**config.mk**
```make
export PLATFORM = sky130hd
export DESIGN_NAME = if_fetch
export DESIGN_NICKNAME = d
export VERILOG_FILES = /design/src/rtl/if_fetch.sv
export SDC_FILE = /design/constraint.sdc
export NUM_CORES = 1
export LEC_CHECK = 0
export ABC_AREA = 1
export BUFFER_PORTS_ARGS = -buffer_cell sky130_fd_sc_hd__clkbuf_2
export CORE_MARGIN = 8
export CORE_UTILIZATION = 45
export CTS_BUF_LIST = sky130_fd_sc_hd__clkbuf_8
export DETAILED_ROUTE_END_ITERATION = 16
export GPL_TIMING_DRIVEN = 0
export PLACE_DENSITY = 0.66
export SLEW_MARGIN = 10
export SYNTH_ARGS = -nofsm -noshare
export SYNTH_HDL_FRONTEND = slang
export SYNTH_SLANG_ARGS = --single-unit
```
**constraint.sdc**
```tcl
create_clock -name clk -period 2 [get_ports clk]
set_clock_uncertainty 0.15 [all_clocks]
set_input_delay 0.4 -clock clk [delete_from_list [all_inputs] [get_ports clk]]
set_output_delay 0.4 -clock clk [all_outputs]
set_load 0.005 [all_outputs]
```
**src/rtl/if_fetch.sv**
```systemverilog
// Instruction-fetch stage: owns the PC, issues one outstanding request on a
// variable-latency imem handshake, and feeds instr/npc/valid to the IF/ID latch.
module if_fetch #(
    parameter logic [31:0] RESET_PC = 32'h0000_0000
) (
    input  logic        clk,
    input  logic        rst_n,
    input  logic        stall,
    input  logic        redirect,
    input  logic [31:0] redirect_pc,
    output logic        imem_req,
    output logic [31:0] imem_addr,
    input  logic        imem_ack,
    input  logic [31:0] imem_data,
    output logic [31:0] instr,
    output logic [31:0] npc,
    output logic        valid
);

    localparam logic [1:0] ST_FETCH = 2'd0;
    localparam logic [1:0] ST_HOLD  = 2'd1;
    localparam logic [1:0] ST_DROP  = 2'd2;

    logic [1:0]  state_q, state_d;
    logic [31:0] pc_q, pc_d;
    logic [31:0] req_addr_q, req_addr_d;
    logic [31:0] skid_instr_q, skid_instr_d;
    logic [31:0] skid_npc_q, skid_npc_d;
    logic [31:0] instr_q, instr_d;
    logic [31:0] npc_q, npc_d;
    logic        valid_q, valid_d;

    logic [31:0] pc_plus4;
    logic [31:0] redirect_tgt;

    assign pc_plus4     = pc_q + 32'd4;
    assign redirect_tgt = {redirect_pc[31:2], 2'b00};

    // A request is live in FETCH and DROP; DROP keeps presenting the abandoned address.
    assign imem_req  = rst_n && (state_q != ST_HOLD);
    assign imem_addr = (state_q == ST_DROP) ? req_addr_q : pc_q;

    assign instr = instr_q;
    assign npc   = npc_q;
    assign valid = valid_q;

    always_comb begin
        state_d      = state_q;
        pc_d         = pc_q;
        req_addr_d   = (state_q == ST_FETCH) ? pc_q : req_addr_q;
        skid_instr_d = skid_instr_q;
        skid_npc_d   = skid_npc_q;
        instr_d      = instr_q;
        npc_d        = npc_q;
        valid_d      = valid_q;

        if (redirect) begin
            // Flush wins over stall and ack; an unacked request must still be waited out.
            valid_d      = 1'b0;
            pc_d         = redirect_tgt;
            skid_instr_d = 32'd0;
            skid_npc_d   = 32'd0;
            if ((state_q == ST_FETCH || state_q == ST_DROP) && !imem_ack) begin
                state_d = ST_DROP;
            end else begin
                state_d = ST_FETCH;
            end
        end else begin
            case (state_q)
                ST_FETCH: begin
                    if (imem_ack) begin
                        pc_d = pc_plus4;
                        if (stall) begin
                            skid_instr_d = imem_data;
                            skid_npc_d   = pc_plus4;
                            state_d      = ST_HOLD;
                        end else begin
                            instr_d = imem_data;
                            npc_d   = pc_plus4;
                            valid_d = 1'b1;
                        end
                    end else if (!stall) begin
                        valid_d = 1'b0;
                    end
                end
                ST_HOLD: begin
                    if (!stall) begin
                        instr_d = skid_instr_q;
                        npc_d   = skid_npc_q;
                        valid_d = 1'b1;
                        state_d = ST_FETCH;
                    end
                end
                ST_DROP: begin
                    if (imem_ack) begin
                        state_d = ST_FETCH;
                    end
                    if (!stall) begin
                        valid_d = 1'b0;
                    end
                end
                default: begin
                    state_d = ST_FETCH;
                end
            endcase
        end
    end

    always_ff @(posedge clk) begin
        if (!rst_n) begin
            state_q      <= ST_FETCH;
            pc_q         <= RESET_PC;
            req_addr_q   <= RESET_PC;
            skid_instr_q <= 32'd0;
            skid_npc_q   <= 32'd0;
            instr_q      <= 32'd0;
            npc_q        <= 32'd0;
            valid_q      <= 1'b0;
        end else begin
            state_q      <= state_d;
            pc_q         <= pc_d;
            req_addr_q   <= req_addr_d;
            skid_instr_q <= skid_instr_d;
            skid_npc_q   <= skid_npc_d;
            instr_q      <= instr_d;
            npc_q        <= npc_d;
            valid_q      <= valid_d;
        end
    end

endmodule

```
==> impl_metrics.py, run 1 <==
metrics = {
    "placed_design": {
        "portBuffers": 160,
        "dpl.hpwl_mm": 20.4,
        "place_area_um2": 9630,
        "gp_congestion": 0.931,
    },
    "synthesis": {
        "yosys-top-cells-count": "nand2_1, o21ai_0, dfxtp_1, nor2_1, a21oi_1",
        "syn_area_um2": 8520,
        "yosysUniqueCellTypes": 34,
        "ys_async_sr_fraction": 0,
        "ys_seq_area_frac": 0.439,
        "synth.most_common_cell": "nand2_1",
        "synth_top_cell_area_share": 0.439,
        "synthTopCellsByArea": "dfxtp_1, nand2_1, o21ai_0",
        "synth-edff-count": 0,
        "yosysWarnings": 0,
        "yosys_register_bits": 187,
        "syn_avg_cell_area_um2": 7.08,
        "post-synth-top-area-cell": "dfxtp_1",
        "syn_inst": 1203,
        "synth_ff_type": "dfxtp_1",
    },
    "outcome": {
        "status": "finished with violations",
        "violations": "setup timing",
    },
    "worst_setup_path": {
        "crit_path_start_kind": "register",
        "cp.arrival_ns": 1.72,
        "endpoint_kind": "output port",
        "required_ns": 1.45,
        "cp_max_fo": 8,
        "path_class": "register to output port",
    },
    "clock_network": {
        "clk_latency_ns": 0.47,
        "clk_pin_slew_ns": 0.10,
        "htree_levels": 4,
        "cts.sinks": 187,
        "cts_tree": "yes",
        "cts_root_buf": "clkbuf_8",
        "clockBufferDepth": 2,
        "cts_buffers": 17,
    },
    "floorplanning": {
        "start_util": 0.457,
        "die_area_um2": 23600,
        "dieWidth_um": 154,
        "rows": 50,
        "core_area_um2": 18600,
        "pin_count": 167,
        "die_y_um": 154,
    },
    "global_routing": {
        "grtUsageTotal": 0.232,
        "overflow": 0,
        "grt_first_pass_wirelength_mm": 44.4,
        "grt_pass1_vias": 8408,
        "antenna_found_initial": 0,
        "grt_max_degree": 19,
    },
    "routing": {
        "drt-initial-drc-count": 811,
        "ant_nets": 0,
        "viasPerCell": 5.34,
        "wl_per_cell_um": 17.0,
        "wl_mm": 28.2,
        "drtPass1Iterations": 8,
        "num_vias": 8851,
        "drc": 0,
    },
    "timing": {
        "fin_setup_tns_ns": -7.55,
        "timing.final.ws_setup_ns": -0.272,
        "hold_viol": 0,
        "rsz0062_at_grt": "true",
        "slew_headroom": 0.566,
        "min_period_ns": 2.27,
        "worst_pin_slew_ns": 0.652,
        "hold_slack_ns": 0.0228,
        "min_period_over_period": 1.14,
        "slew_violations": 0,
        "max_freq_mhz": 440,
        "setup_viol": 50,
    },
    "power_and_ir_drop": {
        "seqPwrFrac": 0.510,
        "irDropWorstVdd_mv": 0.391,
        "p_int_mw": 5.57,
        "power_switching_mw": 2.47,
        "total_power_mw": 8.04,
        "powerDensity_nw_per_um2": 744,
        "power_frac_clock": 0.328,
        "p_comb_frac": 0.162,
        "p_leak_nw": 5.08,
        "switching_share": 0.307,
    },
    "flow_run": {
        "drv_cap": 0,
    },
    "layout": {
        "final_nets": 1485,
        "syn_to_final_growth_pct": 26.8,
        "drive_above_1_share": 0.241,
        "final_cell_area_um2": 10800,
        "antenna_cells": 0,
    },
    "min_path": {
        "hold_path.class": "input port to register",
    },
}
## routing by layer
layer,vias to the layer above,part of all wire,global-route usage
met5,-,0,0
met4,0,0.033,0.0985
met3,52,0.068,0.0496
met2,336,0.46,0.379
met1,4107,0.44,0.293
li1,4356,-,-
## worst max-delay path, cell delays in order, from the launching register on
cell	delay, ns
dfxtp_2	0.36
inv_2	0.08
ha_4	0.20
clkbuf_16	0.19
clkbuf_16	0.16
nand2_2	0.04
o21ai_1	0.07
buf_2	0.13
## layout by cell type (no fill, tap or decap), types with 10 or more instances in the layout
master,synthesis,layout
clkbuf_2,3,148
nor2_1,113,112
nand2_4,2,13
dlygate4sd3_1,0,10
dfxtp_1,187,183
buf_2,8,31
a21oi_1,105,104
a31oi_1,43,43
o21ai_2,1,13
clkbuf_8,0,23
buf_4,7,19
clkbuf_1,54,28
o21ai_0,197,168
o21ai_1,9,25
nand2_1,280,246
nand3_1,22,22
o21bai_1,22,22
inv_1,90,88
nand2_2,5,28
## timing repair
item,in CTS,in global routing
pin swaps,24,17
resized for setup,107,117
buffers inserted,6,5
hold buffers,10,0
setup endpoints to repair,172,210
cloned,4,1
hold endpoints to repair,13,0
## flip-flops by register name, summed over array words and instances (netlist names), named ones only
register      flops
instr            32
npc              30
pc_q             30
req_addr_q       30
skid_instr_q     32
skid_npc_q       30
state_q           2
## final timing paths
path,from,end,slack (ns),depth (start not counted)
min reg2reg,skid_instr_q[25],instr[25],0.33,2
max,state_q[0],imem_addr[27],-0.27,7
max reg2reg,state_q[1],skid_instr_q[3],-0.02,9
min,imem_data[8],skid_instr_q[8],0.02,3
## power groups by stage
| stage | Clock, mW | Combinational, mW | Sequential (mW) |
|---|---|---|---|
| global placement | 0 | 1.11 | 4.16 |
| detailed placement | 0 | 1.12 | 4.17 |
| finish | 2.64 | 1.30 | 4.11 |
| CTS | 2.67 | 1.24 | 4.09 |
| global route | 2.82 | 1.43 | 4.13 |
| floorplan | 0 | 0.641 | 4.14 |
## logic make-up (layout without fill, tap and decap cells)
family                     after synthesis  count (layout)  synth area share
and+or+nand+nor                        437             437             0.209
xor gates and xnor gates                15              15            0.0198
DFF                                    187             187             0.439
AOI/OAI and AO/OA                      383             383             0.240
adders and majority gates                5               5           0.00734
buffers and inverters                  175             393            0.0844
other                                    1               4          0.000440
## per-stage QoR
stage | worst slack, ns | util | std cells
after global placement | -0.514 | 0.516 | 1600
after CTS | -0.266 | 0.565 | 1652
after global routing | -0.355 | 0.580 | 1658
final | -0.272 | 0.580 | 1658
after detailed placement | -0.480 | 0.516 | 1600
after floorplan | 0.196 | - | 1206
## cell type report
cell class | count | area (um2)
Multi-Input combinational cell | 844 | 4320
Clock inverter | 13 | 150
Inverter | 94 | 370
Sequential cell | 187 | 3760
Fill cell | 1791 | 7840
Clock buffer | 19 | 262
Buffer | 81 | 577
Timing Repair Buffer | 186 | 1080
Tap cell | 234 | 293
Note: power is estimated with default switching activity, not from simulation.
==> run 2, diff against run 1 <==
Settings changed: ABC_AREA 1 to 0, CORE_UTILIZATION 45 to 57, PLACE_DENSITY 0.66 to 0.81.
==> impl_metrics.py, run 2 <==
metrics = {
    "routing": {
        "wl_met3_mm": 3.02,
        "ant_nets": 0,
        "viasPerCell": 6.07,
        "wl_mm": 29.8,
        "met2WireLength_mm": 14.3,
        "drtPass1Iterations": 8,
        "drc": 0,
        "top_layer": "met4",
        "drt-initial-drc-count": 783,
        "wl_met1_mm": 11.3,
        "wl_per_cell_um": 20.6,
        "num_vias": 8787,
    },
    "synthesis": {
        "synth_ff_type": "dfxtp_1",
        "ys_seq_area_frac": 0.436,
        "post-synth-top-area-cell": "dfxtp_1",
        "yosysWarnings": 0,
        "syn_avg_cell_area_um2": 8.50,
        "synth_top_cell_area_share": 0.436,
        "synthTopCellsByArea": "dfxtp_1, mux2i_1, nand2_1",
        "syn_inst": 1010,
        "yosysUniqueCellTypes": 48,
        "yosys-top-cells-count": "dfxtp_1, nand2_1, nor2_1, a21oi_1, o21ai_0",
        "ys_async_sr_fraction": 0,
        "syn_area_um2": 8590,
        "synth-edff-count": 0,
        "synth.most_common_cell": "dfxtp_1",
        "yosys_register_bits": 187,
    },
    "worst_setup_path": {
        "cpPeakStageDelay_ns": 0.37,
        "crit_path_start_kind": "register",
        "cp.arrival_ns": 1.84,
        "cp_max_fo": 10,
        "required_ns": 1.45,
        "path_class": "register to output port",
        "critical-path-top-delay-family": "buffers and inverters",
        "crit_chain": "inv_4 -> ha_4 -> clkbuf_16 -> mux2_2 -> clkbuf_2",
        "endpoint_kind": "output port",
        "slowest_stage": "dfxtp_4",
        "critPathBufInv": 3,
    },
    "power_and_ir_drop": {
        "irDropWorstVdd_mv": 0.575,
        "powerDensity_nw_per_um2": 695,
        "p_leak_nw": 4.75,
    },
    "global_routing": {
        "grt_pass1_vias": 8419,
        "grtUsageTotal": 0.282,
        "grt_max_degree": 19,
        "overflow": 0,
        "grt_first_pass_wirelength_mm": 44.0,
        "antenna_found_initial": 0,
    },
    "placed_design": {
        "place_worst_setup_slack_ns": -0.466,
        "portBuffers": 159,
        "gp_congestion": 0.902,
        "dpl.hpwl_mm": 18.3,
        "place_area_um2": 9660,
    },
    "floorplanning": {
        "start_util": 0.573,
        "dieWidth_um": 139,
        "die_y_um": 139,
        "rows": 45,
        "core_area_um2": 15000,
        "pin_count": 167,
        "die_area_um2": 19300,
    },
    "layout": {
        "final_cell_area_um2": 11600,
        "layout_commonest_cell": "dfxtp_1",
        "drive_above_1_share": 0.334,
        "layout_common_cells": "dfxtp_1, clkbuf_2, nand2_1",
        "post-route-util": 0.773,
        "multi_input_area_um2": 5020,
        "antenna_cells": 0,
        "syn_to_final_growth_pct": 34.8,
        "num-fill-cells": 972,
        "final_nets": 1320,
        "seq_area_um2": 3780,
    },
    "timing": {
        "rsz0062_at_grt": "true",
        "worst_pin_slew_ns": 0.775,
        "slew_headroom": 0.483,
        "min_period_over_period": 1.19,
        "hold_viol": 2,
        "hold_slack_ns": -0.00591,
        "min_period_ns": 2.39,
        "max_freq_mhz": 419,
        "slew_violations": 0,
        "setup_viol": 62,
        "timing.final.ws_setup_ns": -0.388,
    },
    "clock_network": {
        "htree_levels": 4,
        "cts_root_buf": "clkbuf_8",
        "cts_tree": "yes",
        "clockBufferDepth": 2,
        "cts_buffers": 17,
        "clk_pin_slew_ns": 0.11,
        "cts.sinks": 187,
        "clk_latency_ns": 0.50,
    },
    "flow_run": {
        "drv_cap": 0,
    },
    "outcome": {
        "status": "finished with violations",
        "violations": "hold timing, setup timing",
    },
    "min_path": {
        "hold_path.class": "input port to register",
    },
}
==> run 2: cell count changes after synthesis, sizes merged, moves of 13 or more <==
cell	previous run	this run
nand4	0	18
inv	94	9
a21oi	105	80
nand2	287	129
a31oi	43	2
nor2	125	92
nor3	0	15
o21bai	22	0
mux2	0	29
a211oi	1	41
xnor2	1	30
mux2i	0	64
nand3	22	35
o21ai	207	71
==> run 2: worst paths after layout <==
| path | startpoint | end | slack, ns | cells after the start |
|---|---|---|---|---|
| hold / removal | imem_data[14] | skid_instr_q[14] | -0.006 | 3 |
| setup / recovery | state_q[0] | imem_addr[13] | -0.39 | 5 |
| hold reg to reg | npc[9] | npc[9] | 0.31 | 2 |
| setup reg to reg | pc_q[16] | npc[27] | -0.15 | 7 |
==> run 2: final cells by class <==
type,count,area share
Clock buffer,17,0.0202
Buffer,83,0.0566
Tap cell,188,0.0203
Sequential cell,187,0.326
Inverter,9,0.00368
Multi-Input combinational cell,716,0.434
Timing Repair Buffer,232,0.126
Clock inverter,15,0.0132
==> run 2: kinds of logic (layout without fill, tap and decap cells) <==
kind of cell	count (synthesis)	in the layout	synth area share
compound gates	234	234	0.164
xor+xnor	52	52	0.0530
fa+ha+maj	5	5	0.00728
buf+inv	110	356	0.0523
flops	187	187	0.436
mux	93	93	0.113
other cells	1	4	0.000437
simple gates	328	328	0.174
==> run 2: where the power goes <==
part           internal, mW  switching [mW]  leakage (nW)
clock                  1.03            1.53         0.185
sequential             3.90           0.140          1.53
combinational         0.655           0.795          3.04
total                  5.58            2.47          4.75
==> run 2: repair_timing <==
action / CTS / global route
resized for setup: 172 / 92
pin swaps: 18 / 49
buffers inserted: 22 / 26
cloned: 1 / 2
setup endpoints to repair: 204 / 153
hold buffers: 22 / 1
endpoints found under the hold margin: 22 / 1
==> run 2: through the flow <==
stage	instances	power, mW	TNS [ns]
after CTS	1425	7.85	-9.77
after detailed placement	1360	5.20	-57.48
final	1447	8.05	-12.06
after global placement	1360	5.17	-54.39
after floorplan	1013	4.77	-0.0166
after global routing	1447	8.28	-15.56
==> run 2: worst min-delay path, delay by kind of cell <==
family,cells,cell delay [ns]
buf+inv,1,0.10
simple gates,1,0.05
compound gates,1,0.06
==> run 2: metal layers <==
metal  vias to the layer above  GRT usage
met4                         0      0.147
met5                         -          0
met1                      4128      0.329
li1                       3973          -
met3                       122     0.0730
met2                       564      0.470
==> run 3, diff against run 2 <==
Settings changed: CORE_ASPECT_RATIO set to 1.25, SKIP_LAST_GASP set to 1.
==> impl_metrics.py, run 3 (synthesis gave the netlist of run 2 again) <==
metrics = {
    "clock_network": {
        "htree_levels": 4,
        "cts.sinks": 187,
        "clockBufferDepth": 2,
        "cts_buffers": 17,
        "cts_root_buf": "clkbuf_8",
        "clk_pin_slew_ns": 0.10,
        "cts_tree": "yes",
        "clk_latency_ns": 0.49,
    },
    "flow_run": {
        "drv_cap": 0,
    },
    "routing": {
        "num_vias": 9174,
        "drtPass1Iterations": 5,
        "wl_per_cell_um": 23.0,
        "ant_nets": 0,
        "wl_mm": 33.5,
        "drt-initial-drc-count": 1050,
        "drc": 0,
        "viasPerCell": 6.30,
    },
    "layout": {
        "layout_common_cells": "dfxtp_1, clkbuf_2, nand2_1",
        "syn_to_final_growth_pct": 41.0,
        "seq_area_um2": 3770,
        "final_nets": 1336,
        "layout_commonest_cell": "dfxtp_1",
        "antenna_cells": 0,
        "drive_above_1_share": 0.374,
        "num-fill-cells": 877,
        "multi_input_area_um2": 5250,
    },
    "min_path": {
        "hold_path.class": "input port to register",
    },
    "power_and_ir_drop": {
        "p_leak_nw": 4.98,
        "irDropWorstVdd_mv": 0.564,
        "powerDensity_nw_per_um2": 674,
    },
    "global_routing": {
        "grtUsageTotal": 0.280,
        "overflow": 0,
        "grt_first_pass_wirelength_mm": 43.5,
        "grt_max_degree": 17,
        "grt_pass1_vias": 8310,
        "antenna_found_initial": 0,
    },
    "placed_design": {
        "place_worst_setup_slack_ns": -0.496,
        "portBuffers": 159,
        "dpl.hpwl_mm": 18.2,
        "gp_congestion": 0.908,
    },
    "floorplanning": {
        "rows": 50,
        "die_y_um": 153,
        "core_area_um2": 14900,
        "start_util": 0.577,
        "die_area_um2": 19300,
        "pin_count": 167,
        "dieWidth_um": 126,
    },
    "timing": {
        "slew_headroom": 0.387,
        "min_period_over_period": 1.19,
        "max_freq_mhz": 420,
        "fin_setup_tns_ns": -20.10,
        "setup_viol": 127,
        "hold_viol": 0,
        "slew_violations": 0,
        "rsz0062_at_grt": "true",
        "min_period_ns": 2.38,
        "timing.final.ws_setup_ns": -0.383,
        "worst_pin_slew_ns": 0.919,
    },
    "worst_setup_path": {
        "required_ns": 1.45,
        "endpoint_kind": "output port",
        "crit_path_start_kind": "register",
        "cp_max_fo": 8,
        "path_class": "register to output port",
        "cp.arrival_ns": 1.83,
    },
    "outcome": {
        "violations": "setup timing",
        "status": "finished with violations",
    },
}
[run 3: report_power, final]
group	total (mW)	switching [mW]	internal, mW
clock	2.49	1.47	1.02
sequential	4.04	0.149	3.89
combinational	1.64	0.882	0.756
total	8.17	2.50	5.67
[run 3: critical path, stage by stage, from the launching register on]
cell and delay (ns):
dfxtp_4 0.37, inv_4 0.06, ha_4 0.27, clkbuf_16 0.21, mux2_4 0.30, buf_6 0.12
[run 3: final timing paths]
kind / start / end / slack [ns] / cells past startpoint
worst min-delay path: imem_data[28] / skid_instr_q[28] / 0.007 / 3
worst max-delay path: state_q[0] / imem_addr[15] / -0.38 / 5
worst max register to register: pc_q[11] / npc[17] / -0.33 / 8
worst min register to register: npc[4] / npc[4] / 0.31 / 2
[run 3: what timing repair did]
item,CTS,global route
hold buffers,17,4
cloned,3,6
pin swaps,12,44
hold endpoints to repair,17,4
endpoints found under the setup margin,200,210
gates resized for setup,173,203
buffers inserted,11,45
[run 3: routing by layer]
| layer | global-route usage | wire (um) |
|---|---|---|
| met1 | 0.315 | 11600 |
| met2 | 0.469 | 16200 |
| met3 | 0.0759 | 3270 |
| met4 | 0.159 | 2460 |
| met5 | 0 | 0 |
[run 3: through the flow]
step / total power [mW] / area (um2) / utilization / std cells / hold slack [ns]
after global placement: 5.17 / 9650 / 0.648 / 1354 / 0.291
after floorplan: 4.77 / 8630 / - / 1013 / 0.286
final: 8.17 / 12100 / 0.813 / 1457 / 0.00734
after CTS: 7.73 / 10900 / 0.735 / 1410 / 0.000177
after global routing: 8.38 / 12100 / 0.813 / 1457 / 0.0151
after detailed placement: 5.20 / 9650 / 0.648 / 1354 / 0.298
[run 3: cell type report]
type                       count  area share
multi-input combinational    716       0.433
sequential                   187       0.311
timing repair buffer         245       0.142
buffer                        86      0.0611
clock buffer                  18      0.0205
tap                          182      0.0188
clock inverter                14      0.0102
inverter                       9     0.00331
